## src/rtl/sra_reg_bank_if.sv

```systemverilog
// Request/response simple-stream bundle for the register bank.
// The master issues requests and accepts responses; the slave serves them.
interface sra_reg_bank_if #(
  parameter int DW          = 32,
  parameter int ADDR_WIDTH  = 8,
  parameter int M_USER_BITS = 2,
  parameter int S_USER_BITS = 2
);
  logic                          req_valid;
  logic                          req_ready;
  logic [DW-1:0]                 req_data;
  logic [M_USER_BITS+ADDR_WIDTH-1:0] req_user;
  logic                          rsp_valid;
  logic                          rsp_ready;
  logic [DW-1:0]                 rsp_data;
  logic [S_USER_BITS+ADDR_WIDTH-1:0] rsp_user;

  modport master (
    output req_valid, req_data, req_user, rsp_ready,
    input  req_ready, rsp_valid, rsp_data, rsp_user
  );

  modport slave (
    input  req_valid, req_data, req_user, rsp_ready,
    output req_ready, rsp_valid, rsp_data, rsp_user
  );
endinterface

```

## src/rtl/sra_reg_bank.sv

```systemverilog
// Register bank behind a one-deep request/response stream: RW registers,
// RO registers fed from hw_in, error on bad address or write to RO.
module sra_reg_bank #(
  parameter int                    DATA_WIDTH_BYTES = 4,
  parameter int                    ADDR_WIDTH       = 8,
  parameter int                    M_USER_BITS      = 2,
  parameter int                    S_USER_BITS      = 2,
  parameter int                    NUM_REGS         = 8,
  parameter logic [NUM_REGS-1:0]   RO_MASK          = '0,
  localparam int                   DW               = 8 * DATA_WIDTH_BYTES
) (
  input  logic                   clk,
  input  logic                   rst_n,
  sra_reg_bank_if.slave          bus,
  input  logic [NUM_REGS*DW-1:0] hw_in,
  output logic [NUM_REGS*DW-1:0] reg_out,
  output logic [NUM_REGS-1:0]    wr_pulse
);

  logic [DW-1:0]          regs [NUM_REGS];
  logic [ADDR_WIDTH-1:0]  addr_p0;
  logic                   op_p0;
  logic                   tag_p0;
  logic                   accept_p0;
  logic                   in_range_p0;
  logic                   is_ro_p0;
  logic                   err_p0;
  logic [DW-1:0]          rd_data_p0;
  logic [NUM_REGS-1:0]    wr_hit_p0;
  logic [S_USER_BITS-1:0] s_bits_p0;

  logic                   vld_p1;
  logic [DW-1:0]          rsp_data_p1;
  logic [S_USER_BITS+ADDR_WIDTH-1:0] rsp_user_p1;
  logic [NUM_REGS-1:0]    wr_pulse_p1;

  // Stage p0: decode the request presented on the bus this cycle.
  assign addr_p0       = bus.req_user[ADDR_WIDTH-1:0];
  assign op_p0         = bus.req_user[ADDR_WIDTH];
  assign tag_p0        = bus.req_user[ADDR_WIDTH+1];
  assign bus.req_ready = rst_n && (!vld_p1 || bus.rsp_ready);
  assign accept_p0     = bus.req_valid && bus.req_ready;

  always_comb begin
    in_range_p0 = 1'b0;
    is_ro_p0    = 1'b0;
    rd_data_p0  = '0;
    wr_hit_p0   = '0;
    for (int i = 0; i < NUM_REGS; i++) begin
      if (addr_p0 == ADDR_WIDTH'(i)) begin
        in_range_p0  = 1'b1;
        is_ro_p0     = RO_MASK[i];
        // RW reads see the pre-edge value, so a same-edge write is not visible.
        rd_data_p0   = RO_MASK[i] ? hw_in[i*DW +: DW] : regs[i];
        wr_hit_p0[i] = accept_p0 && op_p0 && !RO_MASK[i];
      end
    end
  end

  assign err_p0 = !in_range_p0 || (op_p0 && is_ro_p0);

  always_comb begin
    s_bits_p0    = '0;
    s_bits_p0[0] = err_p0;
    s_bits_p0[1] = tag_p0;
  end

  always_ff @(posedge clk) begin
    for (int i = 0; i < NUM_REGS; i++) begin
      if (!rst_n)            regs[i] <= '0;
      else if (wr_hit_p0[i]) regs[i] <= bus.req_data;
    end
  end

  always_comb begin
    reg_out = '0;
    for (int i = 0; i < NUM_REGS; i++) begin
      if (!RO_MASK[i]) reg_out[i*DW +: DW] = regs[i];
    end
  end

  // Stage p1: response holding register and write strobes.
  always_ff @(posedge clk) begin
    if (!rst_n) begin
      vld_p1      <= 1'b0;
      rsp_data_p1 <= '0;
      rsp_user_p1 <= '0;
      wr_pulse_p1 <= '0;
    end else begin
      wr_pulse_p1 <= wr_hit_p0;
      if (accept_p0) begin
        vld_p1      <= 1'b1;
        rsp_data_p1 <= (op_p0 || err_p0) ? '0 : rd_data_p0;
        rsp_user_p1 <= {s_bits_p0, addr_p0};
      end else if (bus.rsp_ready) begin
        vld_p1      <= 1'b0;
      end
    end
  end

  assign bus.rsp_valid = vld_p1;
  assign bus.rsp_data  = rsp_data_p1;
  assign bus.rsp_user  = rsp_user_p1;
  assign wr_pulse      = wr_pulse_p1;

endmodule
```

## src/flat_wrapper.sv

```systemverilog
// flat-port wrapper written by rule: the top's interface ports become plain ports
module sra_reg_bank_flat 
#(
  parameter int                    DATA_WIDTH_BYTES = 4,
  parameter int                    ADDR_WIDTH       = 8,
  parameter int                    M_USER_BITS      = 2,
  parameter int                    S_USER_BITS      = 2,
  parameter int                    NUM_REGS         = 8,
  parameter logic [NUM_REGS-1:0]   RO_MASK          = '0,
  localparam int                   DW               = 8 * DATA_WIDTH_BYTES
)
  (clk, rst_n, hw_in, reg_out, wr_pulse, bus_req_valid, bus_req_data, bus_req_user, bus_rsp_ready, bus_req_ready, bus_rsp_valid, bus_rsp_data, bus_rsp_user);
  sra_reg_bank_if #(.ADDR_WIDTH(ADDR_WIDTH), .M_USER_BITS(M_USER_BITS), .S_USER_BITS(S_USER_BITS)) bus_i ();
  input  logic clk;
  input  logic rst_n;
  input  logic [NUM_REGS*DW-1:0] hw_in;
  output logic [NUM_REGS*DW-1:0] reg_out;
  output logic [NUM_REGS-1:0] wr_pulse;
  input wire logic [$bits(bus_i.req_valid)-1:0] bus_req_valid;
  input wire logic [$bits(bus_i.req_data)-1:0] bus_req_data;
  input wire logic [$bits(bus_i.req_user)-1:0] bus_req_user;
  input wire logic [$bits(bus_i.rsp_ready)-1:0] bus_rsp_ready;
  output wire logic [$bits(bus_i.req_ready)-1:0] bus_req_ready;
  output wire logic [$bits(bus_i.rsp_valid)-1:0] bus_rsp_valid;
  output wire logic [$bits(bus_i.rsp_data)-1:0] bus_rsp_data;
  output wire logic [$bits(bus_i.rsp_user)-1:0] bus_rsp_user;
  assign bus_i.req_valid = bus_req_valid;
  assign bus_i.req_data = bus_req_data;
  assign bus_i.req_user = bus_req_user;
  assign bus_i.rsp_ready = bus_rsp_ready;
  assign bus_req_ready = bus_i.req_ready;
  assign bus_rsp_valid = bus_i.rsp_valid;
  assign bus_rsp_data = bus_i.rsp_data;
  assign bus_rsp_user = bus_i.rsp_user;
  sra_reg_bank #(.DATA_WIDTH_BYTES(DATA_WIDTH_BYTES), .ADDR_WIDTH(ADDR_WIDTH), .M_USER_BITS(M_USER_BITS), .S_USER_BITS(S_USER_BITS), .NUM_REGS(NUM_REGS), .RO_MASK(RO_MASK)) u_core (.clk(clk), .rst_n(rst_n), .bus(bus_i), .hw_in(hw_in), .reg_out(reg_out), .wr_pulse(wr_pulse));
endmodule
```

## config.mk

```make
export PLATFORM = sky130hd
export DESIGN_NAME = sra_reg_bank_flat
export DESIGN_NICKNAME = d
export VERILOG_FILES = /design/src/rtl/sra_reg_bank_if.sv /design/src/rtl/sra_reg_bank.sv /design/src/flat_wrapper.sv
export SDC_FILE = /design/constraint.sdc
export NUM_CORES = 1
export LEC_CHECK = 0
export ABC_AREA = 1
export BUFFER_PORTS_ARGS = -buffer_cell sky130_fd_sc_hd__buf_2
export CORE_AREA = 3 3 233 235
export CTS_CLUSTER_SIZE = 12
export DETAILED_ROUTE_END_ITERATION = 7
export DIE_AREA = 0 0 236 238
export GPL_ROUTABILITY_DRIVEN = 0
export PLACE_DENSITY_LB_ADDON = 0.05
export SLEW_MARGIN = 5
export SYNTH_ARGS = -nofsm -noshare
export SYNTH_HDL_FRONTEND = slang
export SYNTH_SLANG_ARGS = --single-unit
```

## constraint.sdc

```tcl
create_clock -name clk -period 2.1 [get_ports clk]
set_input_delay 0.21 -clock clk [delete_from_list [all_inputs] [get_ports clk]]
set_output_delay 0.21 -clock clk [all_outputs]
set_load 0.01 [all_outputs]
```

## Word-level counts from Yosys, hierarchy flattened

Memories as Yosys holds them, arrays and structs flattened.
Index checks and enable logic that the tools add are counted.

- RAM bits: 256
- Input bits: 302
- Memories kept: 1
- Output and inout bits: 308
- Bits in read-only memories: 0
- Latch bits: 0
- Word-level logic and storage cells: 89
- Register bits: 51

Memories:

| memory | words | bits a word | rd ports | clocked after Yosys merged registers in | wr ports | RTL line | text |
|---|---|---|---|---|---|---|---|
| u_core.regs | 8 | 32 | 8 | 0 | 8 | sra_reg_bank.sv:20 | `logic [DW-1:0] regs [NUM_REGS];` |

- Shift-type cells: 0
- Reduce and logical (&&, ||, !) cells: 9
- Add/sub/neg operators: 0
- Equality and inequality tests: 7
- Order comparisons: 0
- Multiplexer cells: 60
- Divide/modulo/power cells: 0
- Bitwise logic cells: 8
- Multiply operators: 0

Operators by type and width:

| kind | count |
|---|---|
| $mux 32 | 17 |
| $mux 1 | 43 |
| $eq 8x3->1 const B | 4 |
| $eq 8x2->1 const B | 2 |
| $eq 8x1->1 const B | 1 |
| $logic_not 8->1 | 1 |
| $or 1x1->1 | 8 |
| $logic_and 1x1->1 | 3 |
| $logic_not 1->1 | 2 |
| $logic_or 1x1->1 | 2 |
| $reduce_bool 2->1 | 1 |

## Depth between registers and ports, before layout

- Depth after elaboration: 12
- Mapped depth: 14
- Gate-level depth less buffers: 13

## Worst setup path before layout

No wires, ideal clock.

- Path kind: in2reg
- From: input rst_n
- To: memory u_core.regs[1][0] (netlist: u_core.regs[0][32]), enable pin
- Library setup time: 0.389 ns
- Setup slack: -0.252 ns
- Arrival: 1.963 ns
- Buffers on the path: 2
- Stages: 10
- Data required time: 1.711 ns
- Path through: buf_4 -> inv_2 -> a21oi_2 -> nand2_1 -> nor2_2 -> inv_2 -> nor2_1 -> inv_2 -> buf_2 -> nand2_1

RTL lines:

| what | RTL line | text |
|---|---|---|
| start: declaration | flat_wrapper.sv:15 | `input logic rst_n;` |
| end: declaration | sra_reg_bank.sv:20 |  |

==> impl_metrics.csv <==
group,metric,value,unit
run_status,status,"complete, no violations",
clock_network,cts-root-buf,"clkbuf_16",
route,routedWlPerCell,25.2,um
critical_path,rr_endpoint,"u_core.regs[1][123]",
critical_path,cp_cell_sequence,"dlygate4sd3_1, buf_2, nor2_2, nand2_4, clkinv_2, nand2_1, nor2_2, inv_2, buf_4, nor2_1",
critical_path,end_kind,"register",
placement,pre_cts_slack,0.0238,ns
layout,drive_above_1_share,30.5,%
clock_network,clock_latency,0.56,ns
min_path,hold_path.class,"primary input to register",
logic_synthesis,synth.net_count,1595,
route,via_per_inst,4.48,
placement,placed_cell_area,0.0160,mm^2
min_path,hold_start,"bus_req_data[14]",
pwr,power_density,829,mW/mm^2
min_path,holdPathEnd,"u_core.regs[0][110]",
critical_path,r2r-start,"u_core.bus.rsp_valid",
grt,grt_pass1_wl,84100,um
grt,grt_pass1_vias,10753,
sta,hold_viol,0,
layout,antenna_cells,0,
clock_network,cts_made_buffers,40,
grt,grt_max_degree,47,
critical_path,path_common_cell,"nor2_2",
critical_path,reg2reg_depth,8,
pwr,finalPower,14.4,mW
critical_path,cpMaxStageDelayCell,"dlygate4sd3_1",
route,dr.pass1.iters,5,
logic_synthesis,synth_compound_area_share,3.15,%
die,dieWidth,236,um
logic_synthesis,yosys.area_share.simple,24.5,%
sta,setup_ws,0.154,ns
job,maxCapViolations,0,
critical_path,cp_num_buf_inv,5,
route,vias,10825,
critical_path,slowest_delay,0.52,ns
layout,fin_area,0.0174,mm^2
min_path,worstHoldPathCells,3,
logic_synthesis,synth_top_family_by_area,"simple AND/OR/NAND/NOR gates",
die,num_rows,84,
clock_network,cts_tree,"built",
logic_synthesis,synth_area,0.0129,mm^2
placement,port_buffers,353,
critical_path,cp_max_fo,32,
layout,fin_nets,1999,
route,drc_errors,0,
route,drt_iter0_markers,792,
sta,fin_crit_sh,92.7,%
clock_network,path_clk_slew,0.06,ns
grt,grtUsageTotal,21.2,%
pwr,vdd_drop_max,522,uV
clock_network,clockBufferDepth,3,
sta,worstMarginPinSlew,0.729,ns
clock_network,clock_sinks,307,
layout,area_growth,34.8,%
critical_path,cp_top_family,"buffers and inverters",
critical_path,cp.required,2.38,ns
critical_path,reg2reg_slack,0.28,ns
die,fp.dieH,238,um
logic_synthesis,syn_area_per_cell,9.98,um^2
sta,slew_viol_final,0,
die,dieArea,0.0562,mm^2
clock_network,h-tree-depth,2,
sta,grt_setup_unrepaired,"false",
logic_synthesis,synthCells,1293,
logic_synthesis,muxShareOfSynthArea,0.0775,%
sta,setup_tns,0,ns
route,antenna_left,0,
sta,max_slew_margin,51.4,%
logic_synthesis,ys_seq_area_share,67.5,%
die,initial_utilization,24.6,%
grt,antenna_found_initial,4,
logic_synthesis,synth-seq-cells,307,
sta,fin_skew,0.0192,ns
logic_synthesis,synth_xor_area_share,0,%
logic_synthesis,synth_fa_ha_area_share,0,%
placement,place_hpwl,40500,um
sta,setup_violations,0,
grt,grt.overflow.total,0,
logic_synthesis,yosysWarnings,0,
die,num_io_pins,610,
critical_path,worst_ep_arrival_time,2.23,ns
route,wl,60900,um
critical_path,startpoint_type,"primary input",
die,core_area,0.0524,mm^2
sta,min_period,1.95,ns
critical_path,critPathKind,"primary input to register",
logic_synthesis,synth.distinct_cells,29,
pwr,p_leak,8.06,nW
sta,clock.fmax,0.514,GHz
## worst reg2reg max path: stages, from the launching register on
cell	delay (ns)
dfxtp_1	0.32
a21oi_2	0.16
nand2_2	0.09
nor2_2	0.17
inv_2	0.13
nor2_2	0.17
inv_2	0.06
nand2_2	0.09
buf_4	0.29
## cell type report
class	count	area (um^2)
Clock buffer	56	1110
Clock inverter	15	146
Fill cell	5549	35000
Inverter	84	317
Multi-Input combinational cell	839	3610
Sequential cell	307	8710
Tap cell	688	861
Timing Repair Buffer	425	2640
## layer usage
layer | up-vias | global-route usage [%] | wire length, um
met3 | 69 | 8.54 | 6080
met5 | - | 0 | 47
li1 | 5051 | - | -
met4 | 6 | 4.35 | 1150
met2 | 404 | 29.8 | 24500
met1 | 5295 | 30.6 | 29100
## cells in the final DEF (no fill, tap or decap), types with 13 or more instances in the layout
cell type | Yosys | layout
nor2_1 | 381 | 381
buf_2 | 28 | 353
edfxtp_1 | 256 | 256
nand2_1 | 258 | 248
nand3_1 | 70 | 70
inv_1 | 67 | 67
a21oi_1 | 59 | 59
dfxtp_1 | 51 | 51
clkbuf_16 | 0 | 41
buf_4 | 1 | 36
buf_12 | 0 | 24
nand4_1 | 23 | 23
inv_2 | 16 | 16
nand2_2 | 3 | 13
## worst max path at each step
stage,start,end,slack [ns],depth (start not counted)
finish,bus_req_user[7],u_core.regs[1][80],0.15,10
global route,bus_req_user[1],u_core.regs[0][32],0.02,10
CTS,bus_req_user[7],u_core.regs[0][124],0.07,11
detailed placement,bus_req_user[7],u_core.regs[0][124],0.02,10
global placement,bus_req_user[7],u_core.regs[0][124],0.02,10
floorplan,rst_n,u_core.regs[1][0],0.04,10
## Yosys cell counts (all sizes together)
cell type | count | area, um^2
a21oi | 60 | 304
buf | 38 | 211
clkbuf | 25 | 93.8
clkinv | 1 | 5.00
dfxtp | 51 | 1020
edfxtp | 256 | 7690
inv | 83 | 312
mux2i | 1 | 10.0
nand2 | 264 | 1020
nand3 | 71 | 368
nand4 | 24 | 156
nor2 | 398 | 1570
nor3 | 1 | 10.0
o211ai | 1 | 7.51
o21ai | 4 | 20.0
o21bai | 10 | 75.1
or2 | 5 | 31.3
## power by group
part | switching, mW | internal, mW | total (mW)
Sequential | 0.0966 | 6.73 | 6.83
Clock | 2.72 | 4.05 | 6.76
Combinational | 0.587 | 0.249 | 0.836
## metrics by stage
| stage | hold WS (ns) | utilization [%] | instances |
|---|---|---|---|
| 6_report | 0.0822 | 33.2 | 2414 |
| 5_1_grt | 0.0768 | 33.2 | 2414 |
| 4_1_cts | 0.0457 | 33.1 | 2410 |
| 3_5_place_dp | 0.417 | 30.5 | 2328 |
| 3_3_place_gp | 0.420 | 30.5 | 2328 |
| 2_1_floorplan | 0.320 | - | 1293 |
## repair_timing
item                                    in CTS  in global routing
endpoints found under the setup margin       0                 32
setup buffers                                0                  4
hold buffers                                11                  0
hold endpoints to repair                    10                  0
gates resized for setup                      0                  1
## cells by family (layout without fill, tap and decap cells)
logic type      after synthesis  in the layout
mux                           1              1
flops                       307            307
simple gates                763            763
compound gates               75             75
buf+inv                     147            580
## registers in the layout, indices dropped and copies added, names as in the netlist
signal                flops
u_core.bus.rsp_data      32
u_core.bus.rsp_user      10
u_core.bus.rsp_valid      1
u_core.regs             256
u_core.wr_pulse           8
(Power assumes the default switching activity.)
